**config.mk**
```make
export PLATFORM = sky130hd
export DESIGN_NAME = axi_isolate_pwr_seq
export DESIGN_NICKNAME = d
export VERILOG_FILES = /design/src/rtl/axi_isolate_pwr_pkg.sv /design/src/rtl/axi_isolate_pwr_cnt.sv /design/src/rtl/axi_isolate_pwr_seq.sv
export SDC_FILE = /design/constraint.sdc
export NUM_CORES = 1
export LEC_CHECK = 0
export CAP_MARGIN = 20
export CORE_UTILIZATION = 35
export DETAILED_ROUTE_END_ITERATION = 16
export SKIP_CTS_REPAIR_TIMING = 1
export SYNTH_ARGS = -nofsm -noshare
export SYNTH_HDL_FRONTEND = slang
export SYNTH_HIERARCHICAL = 1
export SYNTH_SLANG_ARGS = --single-unit
```
**constraint.sdc**
```tcl
create_clock -name clk_i -period 2.19 [get_ports clk_i]
set_input_delay 0.657 -clock clk_i [delete_from_list [all_inputs] [get_ports clk_i]]
set_output_delay 0.657 -clock clk_i [all_outputs]
set_load 0.02 [all_outputs]
```
**src/rtl/axi_isolate_pwr_pkg.sv**
```systemverilog
// Shared types and helpers for the AXI isolation power sequencer.
package axi_isolate_pwr_pkg;

    typedef enum logic [2:0] {
        ST_ACTIVE    = 3'd0,
        ST_ISOLATING = 3'd1,
        ST_POWERDOWN = 3'd2,
        ST_OFF       = 3'd3,
        ST_POWERUP   = 3'd4,
        ST_SETTLE    = 3'd5,
        ST_RELEASE   = 3'd6
    } pwr_seq_state_e;

    // Counter must hold the larger of the two dwell limits.
    function automatic int unsigned cnt_width(input int unsigned timeout_cycles,
                                              input int unsigned settle_cycles);
        int unsigned max_v;
        max_v = (timeout_cycles > settle_cycles) ? timeout_cycles : settle_cycles;
        return $clog2(max_v + 1);
    endfunction

endpackage

```
**src/rtl/axi_isolate_pwr_cnt.sv**
```systemverilog
// Saturating dwell counter with synchronous clear.
module axi_isolate_pwr_cnt #(
    parameter int unsigned Width = 4
) (
    input  logic             clk_i,
    input  logic             rst_ni,
    input  logic             clr_i,
    output logic [Width-1:0] cnt_o
);

    logic [Width-1:0] r_cnt;

    always_ff @(posedge clk_i) begin
        if (!rst_ni) begin
            r_cnt <= '0;
        end else if (clr_i) begin
            r_cnt <= '0;
        end else if (r_cnt != '1) begin
            r_cnt <= r_cnt + Width'(1);
        end
    end

    assign cnt_o = r_cnt;

endmodule

```
**src/rtl/axi_isolate_pwr_seq.sv**
```systemverilog
// Isolate -> reset -> power-off sequencer (and the reverse on wake-up) in front of the AXI isolation stage.
// Optional forced power-off on isolation timeout: define AXI_ISOLATE_PWR_SEQ_FORCE_EN (adds force_i).
module axi_isolate_pwr_seq
    import axi_isolate_pwr_pkg::*;
#(
    parameter int unsigned TimeoutCycles = 1024,
    parameter int unsigned SettleCycles  = 16
) (
    input  logic clk_i,
    input  logic rst_ni,
    input  logic sleep_req_i,
    output logic awake_o,
    output logic asleep_o,
    output logic timeout_o,
    input  logic clr_timeout_i,
`ifdef AXI_ISOLATE_PWR_SEQ_FORCE_EN
    input  logic force_i,
`endif
    output logic isolate_o,
    input  logic isolated_i,
    output logic pwr_on_req_o,
    input  logic pwr_on_ack_i,
    output logic rst_dom_no
);

    localparam int unsigned CntW = cnt_width(TimeoutCycles, SettleCycles);
    localparam logic [CntW-1:0] TimeoutLast = CntW'(TimeoutCycles - 1);
    localparam logic [CntW-1:0] SettleLast  = CntW'(SettleCycles - 1);

    pwr_seq_state_e    r_state;
    pwr_seq_state_e    w_state_nxt;
    logic              w_set_timeout;
    logic              w_state_chg;
    logic [CntW-1:0]   w_cnt;
    logic              r_timeout;

    assign w_state_chg = (w_state_nxt != r_state);

    axi_isolate_pwr_cnt #(
        .Width (CntW)
    ) u_cnt (
        .clk_i  (clk_i),
        .rst_ni (rst_ni),
        .clr_i  (w_state_chg),
        .cnt_o  (w_cnt)
    );

    always_ff @(posedge clk_i) begin
        if (!rst_ni) begin
            r_state <= ST_OFF;
        end else begin
            r_state <= w_state_nxt;
        end
    end

    // Sticky flag: a new timeout beats a simultaneous clear.
    always_ff @(posedge clk_i) begin
        if (!rst_ni) begin
            r_timeout <= 1'b0;
        end else if (w_set_timeout) begin
            r_timeout <= 1'b1;
        end else if (clr_timeout_i) begin
            r_timeout <= 1'b0;
        end
    end

    always_comb begin
        w_state_nxt   = r_state;
        w_set_timeout = 1'b0;
        case (r_state)
            ST_ACTIVE: begin
                if (sleep_req_i) w_state_nxt = ST_ISOLATING;
            end
            ST_ISOLATING: begin
                if (isolated_i) begin
                    w_state_nxt = ST_POWERDOWN;
                end else if (!sleep_req_i) begin
                    w_state_nxt = ST_RELEASE;
                end else if (w_cnt == TimeoutLast) begin
                    w_set_timeout = 1'b1;
`ifdef AXI_ISOLATE_PWR_SEQ_FORCE_EN
                    w_state_nxt   = force_i ? ST_POWERDOWN : ST_RELEASE;
`else
                    w_state_nxt   = ST_RELEASE;
`endif
                end
            end
            ST_POWERDOWN: begin
                if (!pwr_on_ack_i) begin
                    w_state_nxt = ST_OFF;
                end else if (w_cnt == TimeoutLast) begin
                    w_set_timeout = 1'b1;
                end
            end
            ST_OFF: begin
                if (!sleep_req_i) w_state_nxt = ST_POWERUP;
            end
            ST_POWERUP: begin
                if (pwr_on_ack_i) begin
                    w_state_nxt = ST_SETTLE;
                end else if (w_cnt == TimeoutLast) begin
                    w_set_timeout = 1'b1;
                end
            end
            ST_SETTLE: begin
                if (w_cnt == SettleLast) w_state_nxt = ST_RELEASE;
            end
            ST_RELEASE: begin
                if (!isolated_i) w_state_nxt = ST_ACTIVE;
            end
            default: begin
                w_state_nxt = ST_OFF;
            end
        endcase
    end

    // Moore decode from the state register only.
    always_comb begin
        isolate_o    = 1'b1;
        pwr_on_req_o = 1'b0;
        rst_dom_no   = 1'b0;
        awake_o      = 1'b0;
        asleep_o     = 1'b0;
        case (r_state)
            ST_ACTIVE: begin
                isolate_o    = 1'b0;
                pwr_on_req_o = 1'b1;
                rst_dom_no   = 1'b1;
                awake_o      = 1'b1;
            end
            ST_ISOLATING: begin
                pwr_on_req_o = 1'b1;
                rst_dom_no   = 1'b1;
            end
            ST_OFF: begin
                asleep_o = 1'b1;
            end
            ST_POWERUP, ST_SETTLE: begin
                pwr_on_req_o = 1'b1;
            end
            ST_RELEASE: begin
                isolate_o    = 1'b0;
                pwr_on_req_o = 1'b1;
                rst_dom_no   = 1'b1;
            end
            default: begin
                isolate_o = 1'b1;
            end
        endcase
    end

    assign timeout_o = r_timeout;

endmodule
```
==> results.md, run 1 <==
* Status: complete, no violations
* DIE HEIGHT at 55.9 um
* Port Buf Inserts at 11
* First-pass GRT wire length at 3770 um
* Vias post-DR at 980
* Share of layout cells above drive strength 1 at 0.236
* Dpl hpwl at 1730 um
* GR Overflow Total at 0
* Fill count at 271
* Synth Area in XOR/XNOR at 0.0345
* Post-DP Area at 1190 um2
* CTS H-Tree Depth at 1
* Simple-gate share of the synthesized area at 0.317
* Most frequent cells in the layout: 11 x nor2_1, 11 x dfxtp_1, 10 x o21ai_0, 10 x buf_4, 9 x nand3_1
* Final Total Pwr at 987 uW
* Initial antenna violation count at 0
* Nets at between 150 and 200
* Crit. End Element: flip-flop
* CP startpoint: pwr_on_ack_i
* Ys flop type: dfxtp_1
* Dpl cells at approximately 170
* Sequential Area at between 300 and 400 um2
* Mux share of post-synthesis cell area at 0.0308
* Leakage at 0.569 nW
* Clk_skew at 0.000361 ns
* HP Start: u_cnt/cnt_o[10]
* Multi-input logic area at 686 um2
* Final Cycle Share at 0.958
* EDFF count, synth at 0
* Initial drt markers at 59
* Clock Sink Count at 15
* Synthesized Nets at 134
* Bufs and invs on worst path at 1
* Largest stage delay, worst path at 0.35 ns
* WP data arrival at 2.32 ns
* Gp weighted congestion at 0.865
* # IOs at 12
* Netlist cell types at 46
* Synthesized-area fraction occupied by adder cells at 0.0123
* FF+latch count, synth at 15
* Layout Utilization at 0.466
* Final Hold Fails at 0
* Worst-path clk slew at roughly 0.08 ns
* Post-route antenna net violation count at 0
* Synth area leaders: dfxtp_1 30%, o21ai_0 4.9%, nand3_1 4.4%, nor2_1 4.4%, a21oi_1 3.4%
* Largest family of logic cells by synthesized area: simple AND/OR/NAND/NOR gates
* WL met2 at approximately 1200 um
* Setup TNS at 0 ns
* Horiz. Die Dim at 55.9 um
* M1 wire length at 1060 um
* Syn avg cell area at 8.00 um2
* Async SR Flop Fraction at 0
* Ys Warns at 6
* CTS Buf Count at 3
* Final Cell Area at 1280 um2
* CTS tree: built
* Pre-antenna DRT Iters at 4
* Compound-Gate Fraction of Synth Area at 0.233
* Clock Path Buffers at 2
* Finish-stage setup viols at 0
* Avg WL per Cell at 13.5 um
* Reg-to-Reg Start: u_cnt/cnt_o[7]
* Post-Syn Instances at 127
* Final WL at 2370 um
* Vias in the first global route at 882
* Final hold slack at between 0.4 and 0.5 ns
* Req. time, crit path at 2.42 ns
* Min Tclk post-route at between 2 and 2.5 ns
* Met3 WL post-DR at approximately 95 um
* Top cell by count, worst path: a31oi_1
* Core Area at 2760 um2
* Initial Utilization at 0.368
* FMAX at about 480 MHz
* Place WS at -0.605 ns
* Via density at 5.60
* Slew Limit Fails at 0
* Share of the synthesized area in the top cell type at 0.296
* Final cell count without fillers at approximately 180
* Largest net degree at the start of global routing at 16
* Crit Path Max Fanout at 3
* Crit path max-delay cell type: mux2_2
* Total of max-cap violations at 0
* Antenna Cells at 0
* Rel. slew slack at 0.758
* Seq/Total Area, Yosys at 0.296
* DR DRC count at 0
* Gr usage total at 0.149
* Num rows at 19
* Hold Crit Class: flip-flop to flip-flop
* Top sig layer: met4
* VDD IR max at 0.355 mV
* Die area at approximately 3100 um2
* Crit path kind: input port to flip-flop
* Synthesis-to-layout area growth at 26.5%
* Post-synthesis cell type with the largest combined area: dfxtp_1
* CTS Root Cell: clkbuf_4
* Worst Max-Slew Pin Slew at around 0.36 ns
* Crit start category: input port
* Cell family with most CP delay: compound AO/OA/AOI/OAI gates
* PD cells at 768 nW/um2
* Synth Cell Area at 1020 um2
* Clk Latency, worst-skew pair at 0.27 ns
* Setup ws final at approximately 0.09 ns
* Cells along the critical path: dlymetal6s2s_1, mux2_2, a22oi_2, a221oi_4, a221oi_2, a31oi_1, nor2b_1, nand2_1, a31oi_1, a41o_2
-- area by class of cell --
type / count / share of cell area
repair buffers: 21 / 0.154
clock buffers: 4 / 0.0204
inverters: 7 / 0.0204
flip-flops and latches: 15 / 0.241
multi-input cells: 97 / 0.534
well taps: 31 / 0.0302
-- metal layers --
metal,track usage,vias up
li1,-,511
met1,0.193,447
met5,0,-
met2,0.243,20
met4,0.0801,0
met3,0.0186,2
-- cells by family after synthesis --
family / count (synthesis)
xor+xnor: 4
flops: 15
buf+inv: 15
fa+ha+maj: 1
simple gates: 53
mux: 3
compound gates: 36
-- Yosys cell counts, types with 2 or more instances --
cell      instances
nand3_1           9
xnor2_1           3
inv_1             6
nand2_1           6
mux2i_1           2
and4_2            2
a21oi_1           7
nand2b_1          3
buf_2             2
o22ai_1           2
nor2_1           12
nand3b_1          2
a21boi_0          2
nor3_1            2
o21ai_0          10
and2_2            2
nand4_1           3
and3_1            2
and4_1            2
dfxtp_1          15
nor2b_1           3
a31oi_1           5
buf_6             2
-- sequential cells by signal, indices dropped and copies added, names as in the netlist --
register and flops:
u_cnt/cnt_o 11, r_state 3, timeout_o 1
-- power by group --
group          switching (mW)  internal, mW
Clock                  0.0831        0.0705
Combinational           0.242         0.231
Sequential             0.0544         0.305
-- path summary, 6_finish.rpt --
| path | end | slack, ns | depth (start not counted) |
|---|---|---|---|
| setup / recovery | u_cnt/cnt_o[5] | 0.09 | 10 |
| hold / removal | u_cnt/cnt_o[10] | 0.50 | 2 |
| setup reg to reg | u_cnt/cnt_o[5] | 0.13 | 8 |
| hold reg to reg | u_cnt/cnt_o[10] | 0.50 | 2 |
-- worst register-to-register path, delay by kind of cell (launching register included) --
family / cells / cell delay, ns
flip-flops: 1 / 0.35
AO/OA/AOI/OAI: 4 / 0.96
AND/OR/NAND/NOR: 4 / 0.65
Note: power is estimated with default switching activity, not from simulation.
==> run 2: changes to the inputs <==
- CORE_UTILIZATION: 35 -> 49
- GPL_ROUTABILITY_DRIVEN: default -> 0
- PLACE_DENSITY: default -> 0.74
==> run 2 against run 1 <==
Against the previous run: the flow now finishes with violations (setup timing); die area shrank 28%; via count grew 4.5%; register-to-register slack lost 0.06 ns; wire length grew 0.51%; maximum frequency shrank 5.0%; sequential cell count is the same; setup slack lost 0.11 ns; cell count shrank 0.57%; cell area grew 0.29%; critical path depth is the same; global-route usage grew 7.0 points; worst hold slack lost 0.019 ns; critical endpoint unchanged; largest cell class unchanged; largest power group unchanged.
==> results.md, run 2 (synthesized netlist as in run 1, its figures left out) <==
* Status: finished, violations left (was complete, no violations)
* Failing checks: setup timing
* Met3 GRT Util at 0.0377 (was 0.0186)
* Port Buf Inserts at 11 (unchanged)
* Final WL at 2380 um (was 2370 um)
* Slew Limit Fails at 0 (unchanged)
* CTS H-Tree Depth at 1 (unchanged)
* Clk_skew at 0.00736 ns (was 0.000361 ns)
* Crit Path Max Fanout at 4 (was 3)
* WP data arrival at 2.45 ns (was 2.32 ns)
* Core Area at 1960 um2 (was 2760 um2)
* Most frequent cells in the layout: 13 x buf_4, 12 x dfxtp_1, 10 x o21ai_0 (was 11 x nor2_1, 11 x dfxtp_1, 10 x o21ai_0, 10 x buf_4, 9 x nand3_1)
* Final Cycle Share at 1.01 (was 0.958)
* Horiz. Die Dim at 47.5 um (was 55.9 um)
* Setup ws final at -0.0171 ns (was 0.0923 ns)
* Finish-stage setup viols at 1 (was 0)
* Crit. End Element: flip-flop (unchanged)
* # IOs at 12 (unchanged)
* Layout Utilization at 0.657 (was 0.466)
* Gr busiest metal: met2 (unchanged)
* VDD IR max at 0.435 mV (was 0.355 mV)
* Nets at 155 (was 152)
* Setup TNS at -0.0171 ns (was 0 ns)
* CTS tree: built (unchanged)
* Initial drt markers at 23 (was 59)
* Clock Sink Count at 15 (unchanged)
* Total of max-cap violations at 0 (unchanged)
* Initial Utilization at 0.518 (was 0.368)
* Clk network pwr share at 0.163 (was 0.156)
* First-pass GRT wire length at 3530 um (was 3770 um)
* Final Hold Fails at 0 (unchanged)
* Top cell by count, worst path: a31oi_1 (unchanged)
* Share of layout cells above drive strength 1 at 0.245 (was 0.236)
* Logic gate share of total power at 0.463 (was 0.480)
* Psw at 377 uW (was 380 uW)
* Net Sw Frac at 0.388 (was 0.385)
* Fill count at 173 (was 271)
* Met1 GRT Util at 0.254 (was 0.193)
* Worst-path clk slew at 0.09 ns (was 0.08 ns)
* Crit path max-delay cell type: a221oi_1 (was mux2_2)
* Gr usage total at 0.219 (was 0.149)
* DR DRC count at 0 (unchanged)
* Largest net degree at the start of global routing at 16 (unchanged)
* Sequential power share at 0.374 (was 0.365)
* Dpl hpwl at 1720 um (was 1730 um)
* Leakage at 0.593 nW (was 0.569 nW)
* Vias post-DR at 1,024 (was 980)
* Req. time, crit path at 2.43 ns (was 2.42 ns)
* Hold Crit Class: flip-flop to flip-flop (unchanged)
* Cells along the critical path: dlymetal6s2s_1, nand4bb_1, nor2_2, o21ai_0, a221oi_1, a31oi_1, nor2b_1, nand2_1, a31oi_1, a41o_2 (was dlymetal6s2s_1, mux2_2, a22oi_2, a221oi_4, a221oi_2, a31oi_1, nor2b_1, nand2_1, a31oi_1, a41o_2)
* DIE HEIGHT at 47.5 um (was 55.9 um)
* Rel. slew slack at 0.765 (was 0.758)
* FMAX at 453 MHz (was 477 MHz)
* Post-route antenna net violation count at 0 (unchanged)
* Worst Max-Slew Pin Slew at 0.349 ns (was 0.360 ns)
* Via density at 5.89 (was 5.60)
* Largest stage delay, worst path at 0.37 ns (was 0.35 ns)
* Num rows at 16 (was 19)
* Clock Path Buffers at 2 (unchanged)
* CTS Root Cell: clkbuf_4 (unchanged)
* Synthesis-to-layout area growth at 26.8% (was 26.5%)
* CTS Buf Count at 3 (unchanged)
* Cell family with most CP delay: compound AO/OA/AOI/OAI gates (unchanged)
* Avg WL per Cell at 13.7 um (was 13.5 um)
* Antenna Cells at 0 (unchanged)
* PD cells at 752 nW/um2 (was 768 nW/um2)
* Initial antenna violation count at 0 (unchanged)
* Max reg flops at 11 (unchanged)
* Min Tclk post-route at 2.21 ns (was 2.10 ns)
* Clk Latency, worst-skew pair at 0.29 ns (was 0.27 ns)
* Most common cell after layout, fill and taps aside: buf_4
* GR Overflow Total at 0 (unchanged)
* Grt met2 use at 0.392 (was 0.243)
* Pre-antenna DRT Iters at 4 (unchanged)
* Bufs and invs on worst path at 1 (unchanged)
* Crit path kind: input port to flip-flop (unchanged)
* Die area at 2260 um2 (was 3120 um2)
* Internal Power at 593 uW (was 607 uW)
* Crit start category: input port (unchanged)
* Vias in the first global route at 867 (was 882)
-- run 2: worst paths after layout --
path	from	endpoint	slack, ns	depth (start not counted)
worst max-delay path	sleep_req_i	u_cnt/cnt_o[5]	-0.02	10
worst min-delay path	u_cnt/cnt_o[10]	u_cnt/cnt_o[10]	0.48	2
worst max register to register	u_cnt/cnt_o[7]	u_cnt/cnt_o[5]	0.07	8
worst min register to register	u_cnt/cnt_o[10]	u_cnt/cnt_o[10]	0.48	2
-- run 2: cell type report --
cell class | instances | area [um2] | area share
Multi-Input combinational cell | 97 | 667 | 0.517
Clock inverter | 1 | 5.00 | 0.00388
Tap cell | 27 | 33.8 | 0.0262
Inverter | 7 | 26.3 | 0.0204
Clock buffer | 3 | 22.5 | 0.0175
Timing Repair Buffer | 24 | 228 | 0.177
Sequential cell | 15 | 307 | 0.238
-- run 2: worst register-to-register path: stages, from the launching register on --
cell      delay [ns]
dfxtp_1         0.37
nor4_2          0.27
nand2_1         0.12
a221oi_2        0.38
a221oi_1        0.16
a31oi_1         0.23
nand2b_4        0.19
nor2_1          0.05
a41o_2          0.27
-- run 2: per-layer routing --
metal | part of all wire | routed length (um) | up-vias
li1 | - | - | 511
met1 | 0.43 | 1040 | 489
met2 | 0.53 | 1270 | 22
met3 | 0.029 | 70 | 2
met4 | 0.0038 | 9 | 0
met5 | 0 | 0 | -
-- run 2: power groups by stage --
| stage | logic [mW] | registers [mW] | clock network (mW) |
|---|---|---|---|
| 2_1_floorplan | 0.308 | 0.326 | 0 |
| 3_3_place_gp | 0.414 | 0.359 | 0 |
| 3_5_place_dp | 0.419 | 0.360 | 0 |
| 4_1_cts | 0.422 | 0.354 | 0.167 |
| 5_1_grt | 0.485 | 0.370 | 0.181 |
| 6_report | 0.449 | 0.363 | 0.158 |
-- run 2: stage by stage --
| stage | area, um2 | hold WS, ns | instances | power (mW) | setup WS [ns] |
|---|---|---|---|---|---|
| after floorplan | 1020 | 0.450 | 127 | 0.634 | 0.0208 |
| after global placement | 1200 | 0.461 | 170 | 0.774 | -0.503 |
| after detailed placement | 1200 | 0.465 | 170 | 0.779 | -0.556 |
| after CTS | 1230 | 0.477 | 174 | 0.942 | -0.247 |
| after global routing | 1290 | 0.517 | 174 | 1.04 | -0.0266 |
| final | 1290 | 0.478 | 174 | 0.969 | -0.0171 |
